===== config.mk =====
export PLATFORM = sky130hd
export DESIGN_NAME = uart_rx_engine
export DESIGN_NICKNAME = d
export VERILOG_FILES = /design/src/rtl/uart_rx_engine.sv
export SDC_FILE = /design/constraint.sdc
export NUM_CORES = 1
export LEC_CHECK = 0
export BUFFER_PORTS_ARGS = -buffer_cell sky130_fd_sc_hd__buf_2
export CAP_MARGIN = 20
export CORE_ASPECT_RATIO = 1.75
export CORE_UTILIZATION = 62
export DETAILED_ROUTE_END_ITERATION = 7
export GPL_TIMING_DRIVEN = 0
export PLACE_DENSITY_LB_ADDON = 0.1
export SYNTH_ARGS = -nofsm -noshare
export SYNTH_HDL_FRONTEND = slang
export SYNTH_SLANG_ARGS = --single-unit

===== constraint.sdc =====
create_clock -name clk -period 3.75 [get_ports clk]
set_clock_uncertainty 0.05 [all_clocks]
set_input_delay 0.1875 -clock clk [delete_from_list [all_inputs] [get_ports clk]]
set_output_delay 0.1875 -clock clk [all_outputs]
set_load 0.02 [all_outputs]

===== src/rtl/uart_rx_engine.sv =====
// UART receiver: fractional baud ticks, 3-sample majority vote, frame FSM and a
// status-tagged receive FIFO with overflow/idle-timeout flags and valid/ready output.
module uart_rx_engine #(
  parameter int MAX_DATA_BITS = 9,
  parameter int FIFO_DEPTH    = 16,
  parameter int OVERSAMPLE    = 16,
  parameter int DIV_WIDTH     = 16
) (
  input  logic                           clk,
  input  logic                           rst,
  input  logic                           rx_in,
  input  logic [DIV_WIDTH-1:0]           baud_div,
  input  logic [3:0]                     baud_frac,
  input  logic [3:0]                     data_bits,
  input  logic [1:0]                     parity_mode,
  input  logic                           stop_bits,
  input  logic                           lsb_first,
  input  logic [7:0]                     timeout_bits,
  output logic [MAX_DATA_BITS-1:0]       m_data,
  output logic [2:0]                     m_status,
  output logic                           m_valid,
  input  logic                           m_ready,
  input  logic                           fifo_clear,
  output logic [$clog2(FIFO_DEPTH):0]    fifo_count,
  output logic                           overflow,
  output logic                           timeout,
  input  logic                           err_clear,
  output logic                           busy
);
  localparam int W  = MAX_DATA_BITS;
  localparam int AW = $clog2(FIFO_DEPTH);
  localparam int PW = $clog2(OVERSAMPLE);

  typedef enum logic [2:0] {S_IDLE, S_START, S_DATA, S_PAR, S_STOP1, S_STOP2} state_t;

  // ---------------- tick generator ----------------
  logic [DIV_WIDTH:0] bcnt_q, div_eff, period_m1;
  logic [3:0]         acc_q;
  logic               stretch_q, tick_q;

  assign div_eff   = (baud_div < DIV_WIDTH'(2)) ? (DIV_WIDTH+1)'(2) : {1'b0, baud_div};
  assign period_m1 = div_eff + {{DIV_WIDTH{1'b0}}, stretch_q} - (DIV_WIDTH+1)'(1);

  always_ff @(posedge clk or posedge rst) begin
    if (rst) begin
      bcnt_q    <= '0;
      acc_q     <= '0;
      stretch_q <= 1'b0;
      tick_q    <= 1'b0;
    end else begin
      tick_q <= 1'b0;
      if (bcnt_q >= period_m1) begin
        bcnt_q <= '0;
        tick_q <= 1'b1;
        // Carry out of the fractional accumulator lengthens the next tick by one clock.
        {stretch_q, acc_q} <= {1'b0, acc_q} + {1'b0, baud_frac};
      end else begin
        bcnt_q <= bcnt_q + 1'b1;
      end
    end
  end

  // ---------------- frame FSM ----------------
  state_t         st_q;
  logic [PW-1:0]  ph_q;
  logic [1:0]     smp_q;
  logic [W-1:0]   sh_q, dout;
  logic [3:0]     bitn_q, nb_q, nb_in;
  logic [1:0]     pm_q;
  logic           sb_q, lsb_q, par_q, pbit_q, perr_q, ferr_q, brk_q;
  logic           armed_q, rxp_q, push_q, busy_q;
  logic [W+2:0]   ent_q;
  logic           vote, exp_par, fin_brk, fin_ferr;

  assign nb_in    = (data_bits < 4'd5 || data_bits > 4'(W)) ? 4'(W) : data_bits;
  assign vote     = (smp_q[0] & smp_q[1]) | (smp_q[0] & rx_in) | (smp_q[1] & rx_in);
  assign exp_par  = (pm_q == 2'd1) ? ~par_q : (pm_q == 2'd2) ? par_q : 1'b1;
  assign dout     = lsb_q ? (sh_q >> (4'(W) - nb_q)) : sh_q;
  assign fin_ferr = ferr_q | ~vote;
  assign fin_brk  = (st_q == S_STOP1) ? (~vote & (sh_q == '0) & ((pm_q == 2'd0) | ~pbit_q))
                                      : brk_q;

  always_ff @(posedge clk or posedge rst) begin
    if (rst) begin
      st_q <= S_IDLE;  ph_q <= '0;    smp_q <= '0;   sh_q <= '0;
      bitn_q <= '0;    nb_q <= '0;    pm_q <= '0;    sb_q <= 1'b0;
      lsb_q <= 1'b0;   par_q <= 1'b0; pbit_q <= 1'b0; perr_q <= 1'b0;
      ferr_q <= 1'b0;  brk_q <= 1'b0; armed_q <= 1'b0; rxp_q <= 1'b0;
      push_q <= 1'b0;  busy_q <= 1'b0; ent_q <= '0;
    end else begin
      push_q <= 1'b0;
      rxp_q  <= rx_in;
      if (st_q == S_IDLE) begin
        if (!armed_q) begin
          armed_q <= rx_in;
        end else if (rxp_q && !rx_in) begin
          st_q   <= S_START;
          busy_q <= 1'b1;
          ph_q   <= '0;
          nb_q   <= nb_in;
          pm_q   <= parity_mode;
          sb_q   <= stop_bits;
          lsb_q  <= lsb_first;
          sh_q   <= '0;
          bitn_q <= '0;
          par_q  <= 1'b0;
          pbit_q <= 1'b0;
          perr_q <= 1'b0;
          ferr_q <= 1'b0;
          brk_q  <= 1'b0;
        end
      end else if (tick_q) begin
        ph_q <= ph_q + 1'b1;
        if (ph_q == PW'(OVERSAMPLE/2-1)) smp_q[0] <= rx_in;
        if (ph_q == PW'(OVERSAMPLE/2))   smp_q[1] <= rx_in;
        if (ph_q == PW'(OVERSAMPLE/2+1)) begin
          case (st_q)
            S_START: begin
              if (vote) begin
                st_q   <= S_IDLE;
                busy_q <= 1'b0;
              end else begin
                st_q <= S_DATA;
              end
            end
            S_DATA: begin
              sh_q   <= lsb_q ? {vote, sh_q[W-1:1]} : {sh_q[W-2:0], vote};
              par_q  <= par_q ^ vote;
              bitn_q <= bitn_q + 4'd1;
              if (bitn_q == nb_q - 4'd1) st_q <= (pm_q != 2'd0) ? S_PAR : S_STOP1;
            end
            S_PAR: begin
              pbit_q <= vote;
              perr_q <= vote ^ exp_par;
              st_q   <= S_STOP1;
            end
            default: begin
              ferr_q <= fin_ferr;
              brk_q  <= fin_brk;
              if (st_q == S_STOP1 && sb_q) begin
                st_q <= S_STOP2;
              end else begin
                // Leave at mid stop bit so the next start edge is caught immediately.
                st_q    <= S_IDLE;
                busy_q  <= 1'b0;
                push_q  <= 1'b1;
                ent_q   <= {fin_brk, perr_q, fin_ferr, dout};
                armed_q <= ~fin_brk;
              end
            end
          endcase
        end
      end
    end
  end

  assign busy = busy_q;

  // ---------------- receive FIFO ----------------
  logic [W+2:0]  mem_q [FIFO_DEPTH];
  logic [AW-1:0] wptr_q, rptr_q;
  logic [AW:0]   cnt_q;
  logic          full, do_pop, do_push, ovf_evt;

  assign full    = (cnt_q == (AW+1)'(FIFO_DEPTH));
  assign m_valid = (cnt_q != '0);
  assign do_pop  = m_valid & m_ready & ~fifo_clear;
  assign do_push = push_q & (~full | do_pop) & ~fifo_clear;
  assign ovf_evt = push_q & full & ~do_pop & ~fifo_clear;

  always_ff @(posedge clk) begin
    if (do_push) mem_q[wptr_q] <= ent_q;
  end

  always_ff @(posedge clk or posedge rst) begin
    if (rst) begin
      wptr_q <= '0;
      rptr_q <= '0;
      cnt_q  <= '0;
    end else if (fifo_clear) begin
      wptr_q <= '0;
      rptr_q <= '0;
      cnt_q  <= '0;
    end else begin
      if (do_push) wptr_q <= wptr_q + 1'b1;
      if (do_pop)  rptr_q <= rptr_q + 1'b1;
      case ({do_push, do_pop})
        2'b10:   cnt_q <= cnt_q + 1'b1;
        2'b01:   cnt_q <= cnt_q - 1'b1;
        default: cnt_q <= cnt_q;
      endcase
    end
  end

  assign fifo_count = cnt_q;
  assign m_data     = m_valid ? mem_q[rptr_q][W-1:0] : '0;
  assign m_status   = m_valid ? mem_q[rptr_q][W+2:W] : 3'b000;

  // ---------------- idle timeout and sticky flags ----------------
  logic [PW-1:0] idle_ph_q;
  logic [7:0]    idle_bits_q;
  logic          to_evt, ovf_q, to_q;

  assign to_evt = (timeout_bits != 8'd0) && (idle_bits_q == timeout_bits) && m_valid;

  always_ff @(posedge clk or posedge rst) begin
    if (rst) begin
      idle_ph_q   <= '0;
      idle_bits_q <= '0;
      ovf_q       <= 1'b0;
      to_q        <= 1'b0;
    end else begin
      if (st_q != S_IDLE || do_push || do_pop) begin
        idle_ph_q   <= '0;
        idle_bits_q <= '0;
      end else if (tick_q && rx_in) begin
        idle_ph_q <= idle_ph_q + 1'b1;
        if (idle_ph_q == PW'(OVERSAMPLE-1) && idle_bits_q != 8'hFF)
          idle_bits_q <= idle_bits_q + 8'd1;
      end
      if (ovf_evt)        ovf_q <= 1'b1;
      else if (err_clear) ovf_q <= 1'b0;
      if (to_evt)         to_q  <= 1'b1;
      else if (err_clear) to_q  <= 1'b0;
    end
  end

  assign overflow = ovf_q;
  assign timeout  = to_q;
endmodule

# Yosys cells after proc, flatten, opt, wreduce, memory -nomap -nowiden
# Memories as Yosys holds them, arrays and structs flattened.
# Cells that the tools add are included.
# word_totals
reg_bits	101
mem_bits_rw	192
input_bits	42
output_inout_bits	21
elab_cells	238
mem_count	1
# mem_list
memory	depth	word_bits	read_ports	rd_ports_with_merged_regs	write_ports	line	rtl
mem_q	16	12	1	0	1	160	logic [W+2:0] mem_q [FIFO_DEPTH];
# op_classes
addsub	14
order_cmp	4
eq_ne	24
shift	1
muxes	92
bitwise	29
n_reduce_logical	42
# ops
op	count
$mux 9	9
$mux 4	15
$mux 1	49
$mux 3	9
$reduce_and 5->1	5
$mux 8	3
$reduce_bool 2->1	11
$add 4x1->4 const B	5
$add 16x1->17	1
$add 17x1->17 const B	1
$ge 17x17->1	1
$mux 17	1
$sub 17x1->17 const B	1
$lt 16x2->1 const B	1
$mux 16	1
$and 1x1->1	12
$eq 4x4->1 const B	3
$reduce_and 3->1	4
$not 1->1	10
$pmux 5 s2	1
$logic_not 9->1	1
$pmux 3 s3	1
$shr 9x4->9	1
$add 8x1->8 const B	1
other kinds (39)	59

# Depth between registers and ports, before layout
# depth
depth_word	13
mapped_depth	18

# Worst setup path after synthesis
# No wires, ideal clock.
# synth_timing
kind	input-to-reg
from	input baud_div[12]
to	register bcnt_q[10]
setup_time_ns	0.136
arrival_time_ns	4.102
t_required_ns	3.564
setup_slack_ns	-0.538
path_stages	16
path_cell_list	or4_1 nor4_2 nand2_1 o31ai_1 ha_1 ha_1 nand2b_1 or4_4 nor4_4 xnor2_1 ha_1 o2111ai_1 a311oi_2 a21boi_4 buf_4 nor3_1
# synth_between
elab_chain_len	6
# synth_rtl
item	line	rtl
start, declared	12	input logic [DIV_WIDTH-1:0] baud_div,
$lt 16x2->1	41	assign div_eff = (baud_div < DIV_WIDTH'(2)) ? (DIV_WIDTH+1)'(2) : {1'b0, baud_div};
$mux 16 (*)	41	
$add 16x1->17 (*)	42	assign period_m1 = div_eff + {{DIV_WIDTH{1'b0}}, stretch_q} - (DIV_WIDTH+1)'(1);
$sub 17x1->17 (*)	42	
$ge 17x17->1 (*)	52	if (bcnt_q >= period_m1) begin
$mux 17 (*)	52	
end signal, assigned	58	bcnt_q <= bcnt_q + 1'b1;
end, declared	37	logic [DIV_WIDTH:0] bcnt_q, div_eff, period_m1;
# Every way passes the cells marked *; elsewhere a longest branch is shown, timed or not.
# A chain may end at the register's enable or synchronous reset.

# Worst setup path in the final report
# layout_timing
from	input baud_div[12]
to	register bcnt_q[8]
# Same word-level chain as after synthesis.

==> results.tsv <==
stage	metric	value	unit
outcome	status	finished, violations left	
outcome	violations	negative setup slack	
global_routing	grt_pass1_vias	9052	
critical_path	cp_slowest_stage_delay	550	ps
floorplanning	die_area	22940	µm²
yosys	synth_seq_area_share	59.95	%
critical_path	cp_max_fo	5	
yosys	synth_nets	1076	
route	wirelength	31.44	mm
sta	hold_viol_final	0	
yosys	synth-edff-count	192	
cts	clk_pin_slew	70	ps
layout	fill_cells	1535	
critical_path	crit_buf_inv	4	
power	peakVddDrop	0.3631	mV
yosys	syn_area	13830	µm²
floorplanning	die_x	114.9	µm
yosys	synth_cell_type_count	70	
critical_path	arrival	4200	ps
power	p_switching	0.002081	W
sta	rsz0062_at_grt	true	
yosys	syn_inst	992	
yosys	synthArstFlopShare	34.47	%
layout	final_area	15980	µm²
sta	setup_viol	10	
critical_path	cp_data_required_time	4150	ps
route	postRouteAntennaNets	0	
hold_path	min_path_type	in2reg	
sta	worst_pin_slew	932.7	ps
cts	root_buffer	clkbuf_16	
power	power_frac_seq	45.7	%
cts	cts_buffer_depth	3	
route	wl_per_cell	21.97	µm
global_routing	grt.overflow.total	0	
layout	drive_above_1_share	22.47	%
yosys	synth_warnings	0	
critical_path	cp-end-kind	flop	
power	p_comb_share	18.7	%
floorplanning	pin_count	63	
cts	cts_max_level	1	
global_routing	grt_first_pass_wirelength	48.76	mm
floorplanning	start_util	62.93	%
place	place.gp.congestion	0.8972	
power	clkPwrFrac	35.6	%
place	io_buffers	60	
critical_path	cp_top_family	simple AND/OR/NAND/NOR gates	
floorplanning	die_height	199.6	µm
global_routing	antenna_found_initial	0	
global_routing	grt_start_max_net_pins	69	
cts	clkSinkCount	293	
power	powerDensity	489.4	nW/µm²
place	dpl-instance-area	14710	µm²
layout	final_cell_mix	192 x edfxtp_1, 101 x dfrtp_1, 67 x nand2_1, 67 x nor2_1, 66 x mux4_2	
critical_path	ff2ff_path_depth	16	
critical_path	rr_endpoint	bcnt_q[8]	
power	p_leak	6.227	nW
critical_path	crit_chain	buf_6 -> or4_4 -> nor4_4 -> nand2_1 -> o31ai_2 -> ha_2 -> ha_4 -> nand2b_4 -> or4_4 -> nor4_4 -> xnor2_1 -> ha_2 -> a21oi_4 -> and2_1 -> and3_1 -> clkbuf_8 -> a21boi_4 -> buf_6 -> buf_8 -> nor3_2	
place	place_hpwl	21.72	mm
global_routing	grt.total_usage	28.92	%
yosys	ys_seq_elements	293	
floorplanning	core_area	21980	µm²
power	p_sw_share	26.60	%
critical_path	ff2ff_setup_slack	320	ps
route	first_pass_iters	5	
critical_path	worst_setup_path_start_kind	primary input	
route	dr.first_iter.drc_count	690	
hold_path	hp-start	baud_frac[0]	
layout	antenna_cells	0	
critical_path	crit_path_top_delay_cell	or4_4	
layout	area_growth	15.54	%
layout	fin_nets	1200	
critical_path	r2r_start	stretch_q	
cts	clkLatencyLatePin	530	ps
hold_path	hold_depth	4	
cts	cts-buffers-inserted	25	
hold_path	worstHoldEndpoint	acc_q[0]	
cts	cts_tree	built	
sta	slew_viol_final	0	
route	vias	8732	
flow_run	max_cap_violations	0	
sta	timing.final.ws_setup	-43.66	ps
route	vias_per_cell	6.102	
critical_path	worstSetupPathType	in2reg	
sta	max_freq	0.2636	GHz
sta	period_share	101.2	%
sta	relSlewSlack	37.82	%
power	intPower	0.005742	W
layout	layout_commonest_cell	edfxtp_1	
yosys	avgSynthCellArea	13.94	µm²
route	drc	0	
floorplanning	placementRows	72	
place	post-place-ws	-992.6	ps
yosys	synthFlopType	edfxtp_1	
sta	fin_crit	3794	ps
## kinds of logic (layout without fill, tap and decap cells)
family | after synthesis | count (layout) | synth area share, %
multiplexers | 92 | 92 | 12.74
adder cells (fa/ha/maj) | 43 | 43 | 3.980
flip-flops | 293 | 293 | 59.95
AO/OA/AOI/OAI | 126 | 126 | 5.916
AND/OR/NAND/NOR | 292 | 292 | 10.93
buffers and inverters | 81 | 224 | 2.370
XOR/XNOR | 65 | 65 | 4.115
## worst max path at each step
stage                       from    endpoint  slack (ps)  depth (start not counted)
floorplan           baud_div[12]  bcnt_q[10]        -280                         16
global route        baud_div[12]   stretch_q        -170                         19
global placement    baud_div[11]  bcnt_q[13]        -960                         17
CTS                 baud_div[11]  bcnt_q[11]          -2                         20
detailed placement  baud_div[11]   bcnt_q[8]        -990                         17
finish              baud_div[12]   bcnt_q[8]         -40                         20
## metrics by stage
stage          hold WS, ps  power, W  TNS (ps)  instances  utilization, %
2_1_floorplan        168.9  0.004643     -4110        992               -
3_5_place_dp         196.2  0.005073    -19480       1357           66.91
4_1_cts              7.136  0.007844    -2.628       1429           72.18
6_report             18.08  0.007823    -216.9       1431           72.71
3_3_place_gp         258.2  0.005039    -61930       1348           66.33
5_1_grt              47.82  0.008125     -1678       1431           72.71
## state kept, by name (all words and copies together), names as in the netlist, 5 cells and up
name,flops
fifo_count,5
mem_q,192
ent_q,12
bcnt_q,17
idle_bits_q,8
sh_q,9
## per-layer routing
metal / GRT usage [%] / up-vias / wire length (µm)
met2: 55.31 / 267 / 17950
met4: 15.25 / 0 / 1572
met1: 30.71 / 4386 / 10720
li1: - / 3987 / -
met3: 2.972 / 92 / 1193
met5: 0 / - / 0
## cell type report
| type | count | area, µm² | area share [%] |
|---|---|---|---|
| plain buffers | 45 | 215.2 | 1.346 |
| well taps | 296 | 370.4 | 2.317 |
| repair buffers | 97 | 683.2 | 4.274 |
| flip-flops and latches | 293 | 8293 | 51.89 |
| clock buffers | 26 | 629.4 | 3.938 |
| inverters | 36 | 137.6 | 0.8611 |
| clock inverters | 20 | 247.7 | 1.550 |
| multi-input cells | 618 | 5406 | 33.83 |
## worst register-to-register path, stage by stage, from the launching register on
cell      delay (ps)
dfrtp_1          400
inv_1             80
ha_2             200
ha_4             150
nand2b_4          70
or4_4            470
nor4_4           170
xnor2_1          160
ha_2             340
a21oi_4          200
and2_1           220
and3_1           190
clkbuf_8         140
a21boi_4          60
buf_6            160
buf_8            140
nor3_2           150
## Yosys cell counts (5+ instances only)
master,number,area (µm²)
a21o_1,5,37.54
inv_1,36,135.1
nand4_1,8,50.05
xor2_1,34,297.8
dfrtp_1,101,2527
a21oi_1,35,175.2
nand2b_1,7,43.79
nor2b_1,11,68.82
edfxtp_1,192,5766
nand2_1,67,251.5
mux2i_1,15,150.1
xnor2_1,31,271.5
nor3b_1,5,37.54
o21ai_0,39,195.2
nor2_1,67,251.5
mux4_2,66,1486
clkbuf_1,34,127.6
o211ai_1,6,45.04
nor3_1,31,155.2
buf_4,5,37.54
or3_1,5,31.28
mux2_2,10,112.6
ha_1,40,500.5
o31ai_1,7,52.55
and2_1,24,150.1
nor4_1,8,50.05
nand3_1,30,150.1
## power by group through the flow
stage          clock (W)  sequential [W]  combinational (W)
6_report         0.00278         0.00358            0.00146
5_1_grt          0.00294         0.00359            0.00160
4_1_cts          0.00282         0.00357            0.00146
3_5_place_dp           0         0.00364            0.00144
3_3_place_gp           0         0.00363            0.00140
2_1_floorplan          0         0.00364            0.00100
## what timing repair did
action | in CTS | in global routing
hold buffers | 13 | 0
setup endpoints to repair | 23 | 23
resized for setup | 13 | 26
pin swaps | 3 | 5
buffers inserted | 12 | 2
endpoints found under the hold margin | 44 | 0
cloned | 1 | 0
(Power assumes the default switching activity.)
